`src/rtl/fx_master_if.sv`:
```
// Bundle of the fx_master command stream, response stream and fx register bus.
// The master modport is the fx_master side; slave is the host/responder side.
interface fx_master_if;
  logic [7:0]  cmd_data;
  logic        cmd_vld;
  logic        cmd_rdy;
  logic [7:0]  rsp_data;
  logic        rsp_vld;
  logic        rsp_rdy;
  logic [21:0] fx_waddr;
  logic        fx_wr;
  logic [7:0]  fx_data;
  logic        fx_rd;
  logic [21:0] fx_raddr;
  logic [7:0]  fx_q;
  logic        bad_op;

  modport master (
    input  cmd_data, cmd_vld, rsp_rdy, fx_q,
    output cmd_rdy, rsp_data, rsp_vld, fx_waddr, fx_wr, fx_data, fx_rd, fx_raddr, bad_op
  );

  modport slave (
    output cmd_data, cmd_vld, rsp_rdy, fx_q,
    input  cmd_rdy, rsp_data, rsp_vld, fx_waddr, fx_wr, fx_data, fx_rd, fx_raddr, bad_op
  );
endinterface

```
`src/rtl/fx_master.sv`:
```
// fx register bus initiator: decodes byte-wide write / burst-read frames from the
// command stream and issues single-cycle fx_wr / fx_rd strobes, one read in flight.
module fx_master #(
  parameter int unsigned RD_LAT = 1,
  parameter logic [7:0]  OP_WR  = 8'h57,
  parameter logic [7:0]  OP_RD  = 8'h52
) (
  input  logic         clk_sys,
  input  logic         rst_n,
  fx_master_if.master  bus
);

  if (RD_LAT < 1 || RD_LAT > 4) begin : g_bad_rd_lat
    $error("fx_master: RD_LAT must be in 1..4");
  end

  typedef enum logic [3:0] {
    S_IDLE, S_A2, S_A1, S_A0, S_WDAT, S_WR, S_RCNT, S_RD, S_RWAIT, S_RSP, S_RNEXT
  } state_e;

  localparam logic [2:0] LAT_LAST = 3'(RD_LAT - 1);

  state_e      state_q, state_d;
  logic        is_rd_q, is_rd_d;
  logic [21:0] addr_q, addr_d;
  logic [21:0] fx_waddr_q, fx_waddr_d;
  logic [21:0] fx_raddr_q, fx_raddr_d;
  logic [7:0]  fx_data_q, fx_data_d;
  logic [7:0]  rsp_data_q, rsp_data_d;
  logic [8:0]  cnt_q, cnt_d;
  logic [2:0]  lat_q, lat_d;
  logic        bad_op_q, bad_op_d;

  logic cmd_rdy, cmd_fire, rsp_vld, rsp_fire;

  // Flow control and strobes are pure state decodes, so reset drops them at once.
  assign cmd_rdy  = state_q inside {S_IDLE, S_A2, S_A1, S_A0, S_WDAT, S_RCNT};
  assign rsp_vld  = (state_q == S_RSP);
  assign cmd_fire = bus.cmd_vld && cmd_rdy;
  assign rsp_fire = rsp_vld && bus.rsp_rdy;

  assign bus.cmd_rdy  = cmd_rdy;
  assign bus.rsp_vld  = rsp_vld;
  assign bus.rsp_data = rsp_data_q;
  assign bus.fx_wr    = (state_q == S_WR);
  assign bus.fx_rd    = (state_q == S_RD);
  assign bus.fx_waddr = fx_waddr_q;
  assign bus.fx_raddr = fx_raddr_q;
  assign bus.fx_data  = fx_data_q;
  assign bus.bad_op   = bad_op_q;

  always_comb begin
    // NOTE: every _d gets its hold value first so no path leaves it unassigned (no latches).
    state_d    = state_q;
    is_rd_d    = is_rd_q;
    addr_d     = addr_q;
    fx_waddr_d = fx_waddr_q;
    fx_raddr_d = fx_raddr_q;
    fx_data_d  = fx_data_q;
    rsp_data_d = rsp_data_q;
    cnt_d      = cnt_q;
    lat_d      = lat_q;
    bad_op_d   = 1'b0;

    unique case (state_q)
      S_IDLE: begin
        if (cmd_fire) begin
          if (bus.cmd_data == OP_WR || bus.cmd_data == OP_RD) begin
            is_rd_d = (bus.cmd_data == OP_RD);
            state_d = S_A2;
          end else begin
            bad_op_d = 1'b1;
          end
        end
      end
      S_A2: if (cmd_fire) begin
        addr_d[21:16] = bus.cmd_data[5:0];
        state_d       = S_A1;
      end
      S_A1: if (cmd_fire) begin
        addr_d[15:8] = bus.cmd_data;
        state_d      = S_A0;
      end
      S_A0: if (cmd_fire) begin
        addr_d[7:0] = bus.cmd_data;
        state_d     = is_rd_q ? S_RCNT : S_WDAT;
      end
      S_WDAT: if (cmd_fire) begin
        fx_data_d  = bus.cmd_data;
        fx_waddr_d = addr_q;
        state_d    = S_WR;
      end
      S_WR: state_d = S_IDLE;
      S_RCNT: if (cmd_fire) begin
        fx_raddr_d = addr_q;
        cnt_d      = (bus.cmd_data == 8'd0) ? 9'd256 : {1'b0, bus.cmd_data};
        state_d    = S_RD;
      end
      S_RD: begin
        cnt_d   = cnt_q - 9'd1;
        lat_d   = 3'd0;
        state_d = S_RWAIT;
      end
      S_RWAIT: begin
        if (lat_q == LAT_LAST) begin
          rsp_data_d = bus.fx_q;
          state_d    = S_RSP;
        end else begin
          lat_d = lat_q + 3'd1;
        end
      end
      S_RSP: if (rsp_fire) begin
        // 22-bit add wraps 3FFFFF -> 000000 on its own.
        fx_raddr_d = fx_raddr_q + 22'd1;
        state_d    = (cnt_q == 9'd0) ? S_IDLE : S_RNEXT;
      end
      S_RNEXT: state_d = S_RD;
      default: state_d = S_IDLE;
    endcase
  end

  // NOTE: sequential state uses non-blocking assignments only, so all flops update together.
  always_ff @(posedge clk_sys or negedge rst_n) begin
    if (!rst_n) begin
      state_q    <= S_IDLE;
      is_rd_q    <= 1'b0;
      addr_q     <= '0;
      fx_waddr_q <= '0;
      fx_raddr_q <= '0;
      fx_data_q  <= '0;
      rsp_data_q <= '0;
      cnt_q      <= '0;
      lat_q      <= '0;
      bad_op_q   <= 1'b0;
    end else begin
      state_q    <= state_d;
      is_rd_q    <= is_rd_d;
      addr_q     <= addr_d;
      fx_waddr_q <= fx_waddr_d;
      fx_raddr_q <= fx_raddr_d;
      fx_data_q  <= fx_data_d;
      rsp_data_q <= rsp_data_d;
      cnt_q      <= cnt_d;
      lat_q      <= lat_d;
      bad_op_q   <= bad_op_d;
    end
  end

endmodule

```
`src/flat_wrapper.sv`:
```
// flat-port wrapper written by rule: the top's interface ports become plain ports
module fx_master_flat 
#(
  parameter int unsigned RD_LAT = 1,
  parameter logic [7:0]  OP_WR  = 8'h57,
  parameter logic [7:0]  OP_RD  = 8'h52
)
  (clk_sys, rst_n, bus_cmd_data, bus_cmd_vld, bus_rsp_rdy, bus_fx_q, bus_cmd_rdy, bus_rsp_data, bus_rsp_vld, bus_fx_waddr, bus_fx_wr, bus_fx_data, bus_fx_rd, bus_fx_raddr, bus_bad_op);
  fx_master_if bus_i ();
  input  logic clk_sys;
  input  logic rst_n;
  input wire logic [$bits(bus_i.cmd_data)-1:0] bus_cmd_data;
  input wire logic [$bits(bus_i.cmd_vld)-1:0] bus_cmd_vld;
  input wire logic [$bits(bus_i.rsp_rdy)-1:0] bus_rsp_rdy;
  input wire logic [$bits(bus_i.fx_q)-1:0] bus_fx_q;
  output wire logic [$bits(bus_i.cmd_rdy)-1:0] bus_cmd_rdy;
  output wire logic [$bits(bus_i.rsp_data)-1:0] bus_rsp_data;
  output wire logic [$bits(bus_i.rsp_vld)-1:0] bus_rsp_vld;
  output wire logic [$bits(bus_i.fx_waddr)-1:0] bus_fx_waddr;
  output wire logic [$bits(bus_i.fx_wr)-1:0] bus_fx_wr;
  output wire logic [$bits(bus_i.fx_data)-1:0] bus_fx_data;
  output wire logic [$bits(bus_i.fx_rd)-1:0] bus_fx_rd;
  output wire logic [$bits(bus_i.fx_raddr)-1:0] bus_fx_raddr;
  output wire logic [$bits(bus_i.bad_op)-1:0] bus_bad_op;
  assign bus_i.cmd_data = bus_cmd_data;
  assign bus_i.cmd_vld = bus_cmd_vld;
  assign bus_i.rsp_rdy = bus_rsp_rdy;
  assign bus_i.fx_q = bus_fx_q;
  assign bus_cmd_rdy = bus_i.cmd_rdy;
  assign bus_rsp_data = bus_i.rsp_data;
  assign bus_rsp_vld = bus_i.rsp_vld;
  assign bus_fx_waddr = bus_i.fx_waddr;
  assign bus_fx_wr = bus_i.fx_wr;
  assign bus_fx_data = bus_i.fx_data;
  assign bus_fx_rd = bus_i.fx_rd;
  assign bus_fx_raddr = bus_i.fx_raddr;
  assign bus_bad_op = bus_i.bad_op;
  fx_master #(.RD_LAT(RD_LAT), .OP_WR(OP_WR), .OP_RD(OP_RD)) u_core (.clk_sys(clk_sys), .rst_n(rst_n), .bus(bus_i));
endmodule
```
`config.mk`:
```
export PLATFORM = sky130hd
export DESIGN_NAME = fx_master_flat
export DESIGN_NICKNAME = d
export VERILOG_FILES = /design/src/rtl/fx_master_if.sv /design/src/rtl/fx_master.sv /design/src/flat_wrapper.sv
export SDC_FILE = /design/constraint.sdc
export NUM_CORES = 1
export LEC_CHECK = 0
export CAP_MARGIN = 40
export CORE_ASPECT_RATIO = 0.75
export CORE_UTILIZATION = 45
export CTS_CLUSTER_SIZE = 30
export DETAILED_ROUTE_END_ITERATION = 8
export GPL_TIMING_DRIVEN = 0
export PLACE_DENSITY_LB_ADDON = 0.15
export SETUP_SLACK_MARGIN = 0.5
export SYNTH_ARGS = -nofsm -noshare
export SYNTH_HDL_FRONTEND = slang
export SYNTH_SLANG_ARGS = --single-unit
```
`constraint.sdc`:
```
create_clock -name clk_sys -period 4.7 [get_ports clk_sys]
set_input_delay 1.41 -clock clk_sys [delete_from_list [all_inputs] [get_ports clk_sys]]
set_output_delay 1.41 -clock clk_sys [all_outputs]
set_load 0.02 [all_outputs]
```
**After elaboration in Yosys (flattened, before gate mapping)**

Cells that the tools add are included.

- ROM bits: 0
- Latch bits: 0
- Memories kept: 0
- Register bits after elaboration: 100
- RAM bits: 0
- Word-level logic and storage cells: 81
- Input bits: 20

- Equal/unequal tests: 22
- Div/mod/pow operators: 0
- Shift operators: 0
- Mux-type cells: 23
- Bitwise operators: 0
- Add/sub/neg operators: 3
- Reduce and logical (&&, ||, !) cells: 21
- Magnitude comparators: 0
- Multipliers: 0

Operators by type and width:

| operator | count |
|---|---|
| 22-bit two-way mux | 2 |
| 22-bit case mux with 2 select lines | 1 |
| 4-bit two-way mux | 10 |
| 4-bit case mux with 10 select lines | 1 |
| 22-bit by 1-bit adder with 22-bit output (second input constant) | 1 |
| 9-bit two-way mux | 2 |
| 9-bit case mux with 2 select lines | 1 |
| 4-bit by 3-bit == test with 1-bit output (second input constant) | 4 |
| 8-bit by 7-bit == test with 1-bit output (second input constant) | 2 |
| 2-bit by 1-bit inequality test with 1-bit output (second input constant) | 7 |
| 2-bit AND reduction | 7 |
| 4-bit == test (second input constant) | 3 |
| 9-bit zero test | 1 |
| 9-bit AND reduction | 1 |
| 9-bit by 1-bit subtractor with 9-bit output (second input constant) | 1 |
| 4-bit by 2-bit == test with 1-bit output (second input constant) | 2 |
| 8-bit zero test | 1 |
| 2-bit inequality test (second input constant) | 3 |
| 3-bit case mux with 2 select lines | 1 |
| 3-bit AND reduction | 2 |
| 2-bit nonzero test | 3 |
| 6-bit nonzero test | 1 |
| 4-bit by 1-bit == test with 1-bit output (second input constant) | 1 |
| 4-bit zero test | 1 |
| other kinds (7) | 10 |

**Depth between registers and ports, before layout**

- Word-level depth: 5
- Gate-level depth with buffers: 7
- Gate-level depth less buffers: 6

**Worst setup path before layout**

OpenSTA, ideal clock, no wires.

- Path type: in2reg
- From: input bus_cmd_data[3]
- To: register u_core.state_q[0]
- Stages: 4
- Required time: 4.573 ns
- Slack: 2.031 ns
- Buffers on the path: 0
- Arrival time: 2.541 ns
- Path through: nor3_1 > nand3_1 > a2111oi_4 > mux2_1

- Longest elaborated chain between the ends: 4

Ends and longest elaborated chain:

| item | line | source |
|---|---|---|
| start, declared | flat_wrapper.sv:12 | `input wire logic [$bits(bus_i.cmd_data)-1:0] bus_cmd_data;` |
| 8-bit by 7-bit == test with 1-bit output | fx_master.sv:68 | `if (bus.cmd_data == OP_WR \|\| bus.cmd_data == OP_RD) begin` |
| 1-bit logical OR (*) | fx_master.sv:68 |  |
| 2-bit inequality test (no line) (*) | - |  |
| 9-bit AND reduction (no line) (*) | - |  |
| end signal, assigned | fx_master.sv:136 | `state_q <= state_d;` |
| end, declared | fx_master.sv:23 | `state_e state_q, state_d;` |

Every way passes the cells marked *; elsewhere a longest branch is shown, timed or not.
A chain may end at the register's enable or synchronous reset.

**Worst setup path after layout**

- From: register u_core.state_q[1]
- To: output bus_rsp_vld

- Longest elaborated chain between the ends: 1

Ends and longest elaborated chain:

| item | line | source |
|---|---|---|
| 4-bit == test | fx_master.sv:38 | `assign rsp_vld = (state_q == S_RSP);` |
| end, declared | flat_wrapper.sv:18 | `output wire logic [$bits(bus_i.rsp_vld)-1:0] bus_rsp_vld;` |

No other way between the ends.

==> results by group <==
Placement
  – I/O Buffers: 84
  – HPWL Detailed: about 9000 um
  – Dpl cells: 659
  – Routability cong.: 0.842
  – Dpl cell area: roughly 5900 um2
  – Pre-CTS setup slack: between 1 and 1.5 ns

Worst hold path
  – Hold Path Stages: 1
  – Worst Hold Launch: u_core.bus.fx_waddr[3]$_DFFE_PN0P_
  – Hold Path End: u_core.bus.fx_waddr[3]$_DFFE_PN0P_
  – Worst Hold Class: flip-flop to flip-flop

Timing
  – Final Slew Violations: 0
  – Fmax achieved: approximately 260 MHz
  – Headroom to the max-slew limit: 52.2%
  – Least-Margin Pin Slew: ~0.71 ns
  – Tcrit/Tclk final: approximately four fifths
  – Min Tclk post-route: about 3.8 ns
  – Final Setup Violations: 0
  – RSZ-0062 raised after global routing: false
  – Clock skew: ~0.0080 ns
  – Setup ws final: 0.897 ns
  – Total count of hold-check failures in the final report: 0

Critical path
  – Reg2reg end: u_core.bus.fx_raddr[14]$_DFFE_PN0P_
  – Worst-path maximum fanout: 10
  – CP endpoint kind: primary output
  – Reg-to-reg setup timing slack: approximately 2.6 ns
  – Critical-path top delay cell: clkdlybuf4s50_1
  – Worst Path Required: approximately 3.3 ns
  – Reg2reg start: u_core.bus.fx_raddr[0]$_DFFE_PN0P_
  – Worst Reg-to-Reg Cells: 6
  – Worst path max stage delay: roughly 0.64 ns
  – Arrival time worst endpoint: roughly 2.4 ns
  – Cell Chain, Critical Path: nand4bb_2, inv_2, buf_2, buf_2, clkdlybuf4s50_1
  – Startpoint type of the worst setup path: flip-flop
  – Most frequent CP cell: buf_2
  – WS Path Type: flip-flop to primary output

Synthesis
  – Synth top area share: just over 50%
  – Primary FF master, synth: dfrtp_1
  – Yosys top cell by area: dfrtp_1
  – Mapped Avg Cell Area: 11.2 um2
  – Seq cells post-synth: 100
  – Yosys synthesis warning count: 0
  – Mapped Area: between 4000 and 5000 um2
  – Top post-synthesis cells by area: dfrtp_1 (51%), mux2_2 (13%), nand2_1 (2.7%)
  – Synth cell types: 66
  – Syn_nets: 462
  – Asr flop ratio synth: 100%
  – Sequential area share after synthesis: roughly half
  – Post-synthesis cell count: 438
  – Number of synthesized flops with an enable pin: 0

Finish
  – Area growth from synthesis to layout: 28.2%
  – Ratio of cells with drive above 1 in the final layout: 20.2%
  – # diodes: 0
  – Most common cell after layout, fill and taps aside: dfrtp_1
  – Post-route cell area: about 6300 um2
  – Layout Cells excl Fill: 675
  – Fin util: between 60% and 70%
  – Most frequent cells in the layout: dfrtp_1 (100), clkdlybuf4s50_1 (83), mux2_2 (55), nand2_1 (35), a21oi_1 (25)
  – Nets: 558

Floorplan
  – Starting density of the core: a little under half
  – I/O Pins: 85
  – DIE WIDTH: around 120 um
  – Die Ht: 92.4 um
  – Total die area: roughly 11000 um2
  – Rows: 32
  – Core ar.: around 10000 um2

Power
  – Gate power share: 42.5%
  – PwrDens: about 700 nW/um2
  – Design Power: about 4.4 mW
  – Peak supply drop: between 300 and 400 uV
  – NetSw: between 1.5 and 2 mW
  – Switching Share: about 37%
  – Clock power frac: about a fifth
  – Cell Int Power: 2.76 mW
  – Leak: approximately 2.6 nW
  – Sequential Power Share: ~38%

Clock tree
  – Clk_lat worst skew: ~0.34 ns
  – Clk buf depth: 2
  – Clock slew at reported path FFs: 0.06 ns
  – CTS Hold Bufs: 0
  – H-Tree Depth: 3
  – # Post-CTS Setup Buffers: 0
  – Post-cts resize count: 0
  – Root buffer cell: clkbuf_16
  – CTS tree: done
  – Num CTS Buffers: 9
  – Clk sink count: 100

Route
  – DRT Wirelength: between 10000 and 15000 um
  – Routed Antenna Nets: 0
  – Vias per cell: roughly 5.8
  – Number of iterations in the first detailed-routing pass: 5
  – Routed len/inst: ~19 um
  – Vias: between 3000 and 4000
  – Iter 0 DRT Violations: between 300 and 400
  – DR DRC count: 0

GRT
  – First-pass GRT wire length: 19900 um
  – Number of global-route vias before repair: 3652
  – Largest net degree at the start of global routing: 59
  – Grt ovf: 0
  – All-Layer GR Usage: about a quarter
  – Initial antenna violation count: 0

Job
  – Max-cap violations: 0

Status
  – Status: completed
==> power groups by stage <==
stage / combinational [mW] / clock [mW] / sequential, mW
3_5_place_dp: 1.86 / 0 / 1.67
3_3_place_gp: 1.83 / 0 / 1.65
6_report: 1.86 / 0.864 / 1.66
2_1_floorplan: 0.813 / 0 / 1.88
5_1_grt: 2.01 / 0.915 / 1.72
4_1_cts: 1.87 / 0.881 / 1.66
==> registers in the layout, indices dropped and copies added (netlist names) <==
register and flops:
u_core.bus.bad_op 1, u_core.is_rd_q 1, u_core.bus.fx_raddr 22, u_core.bus.fx_waddr 22, u_core.bus.fx_data 8, u_core.state_q 4, u_core.addr_q 22, u_core.lat_q 3
u_core.cnt_q 9, u_core.bus.rsp_data 8
==> how the worst max path moves through the flow <==
| stage | start | end | slack [ns] |
|---|---|---|---|
| 6_report | u_core.state_q[1]$_DFFE_PN0P_ | bus_rsp_vld | 0.90 |
| 5_1_grt | u_core.state_q[1]$_DFFE_PN0P_ | bus_rsp_vld | 0.77 |
| 4_1_cts | u_core.state_q[1]$_DFFE_PN0P_ | bus_rsp_vld | 0.87 |
| 3_5_place_dp | bus_cmd_data[3] | u_core.state_q[0]$_DFFE_PN0P_ | 1.18 |
| 3_3_place_gp | rst_n | u_core.bus.fx_waddr[2]$_DFFE_PN0P_ | -1.58 |
| 2_1_floorplan | bus_cmd_data[3] | u_core.state_q[0]$_DFFE_PN0P_ | 2.03 |
==> cells in the mapped netlist (4+ instances only) <==
library cell	number
nand4_1	10
and3_1	6
buf_4	5
clkbuf_1	5
nor3_1	9
buf_2	14
mux2_2	55
dfrtp_1	100
nor2_1	22
a211o_1	4
and4_1	4
nand3_1	16
nor4_1	8
a21oi_1	25
nor2b_1	5
ha_1	4
o211ai_1	4
a311oi_1	5
a211oi_1	4
o21bai_1	4
nand2_1	35
o21ai_0	11
o21ai_1	8
inv_1	11
==> routing by layer <==
layer  up-vias  track usage, %  wire, um
met5         -               0         0
met4         0            6.00       112
met3         9            5.73       821
met2       141            33.6      5460
met1      1952            35.2      6140
li1       1830               -         -
==> worst max-delay path: cells and delay by family, from the launching register on <==
kind          cells  cell delay, ns
simple gates      1            0.33
flops             1            0.44
buf+inv           4            1.29
==> through the flow <==
step	TNS (ns)	hold WS, ns
final	0	0.503
after global routing	0	0.518
after CTS	0	0.503
after detailed placement	0	0.488
after global placement	-157.55	0.474
after floorplan	0	0.451
==> cell families (layout without fill, tap and decap cells) <==
logic type / Yosys count / after routing / synth area share, %
AND/OR/NAND/NOR: 138 / 138 / 16.1
XOR/XNOR: 1 / 1 / 0.178
adder cells (fa/ha/maj): 4 / 4 / 1.02
flip-flops: 100 / 100 / 51.0
AO/OA/AOI/OAI: 96 / 96 / 13.9
buffers and inverters: 37 / 138 / 3.57
multiplexers: 62 / 62 / 14.2
==> cell type report <==
| type | instances | area, um2 |
|---|---|---|
| Fill cell | 858 | 4160 |
| Clock buffer | 11 | 243 |
| Clock inverter | 5 | 108 |
| Buffer | 24 | 126 |
| Inverter | 13 | 48.8 |
| Sequential cell | 100 | 2500 |
| Tap cell | 136 | 170 |
| Multi-Input combinational cell | 301 | 2230 |
| Timing Repair Buffer | 85 | 866 |
Power figures use the tool's default switching activity.
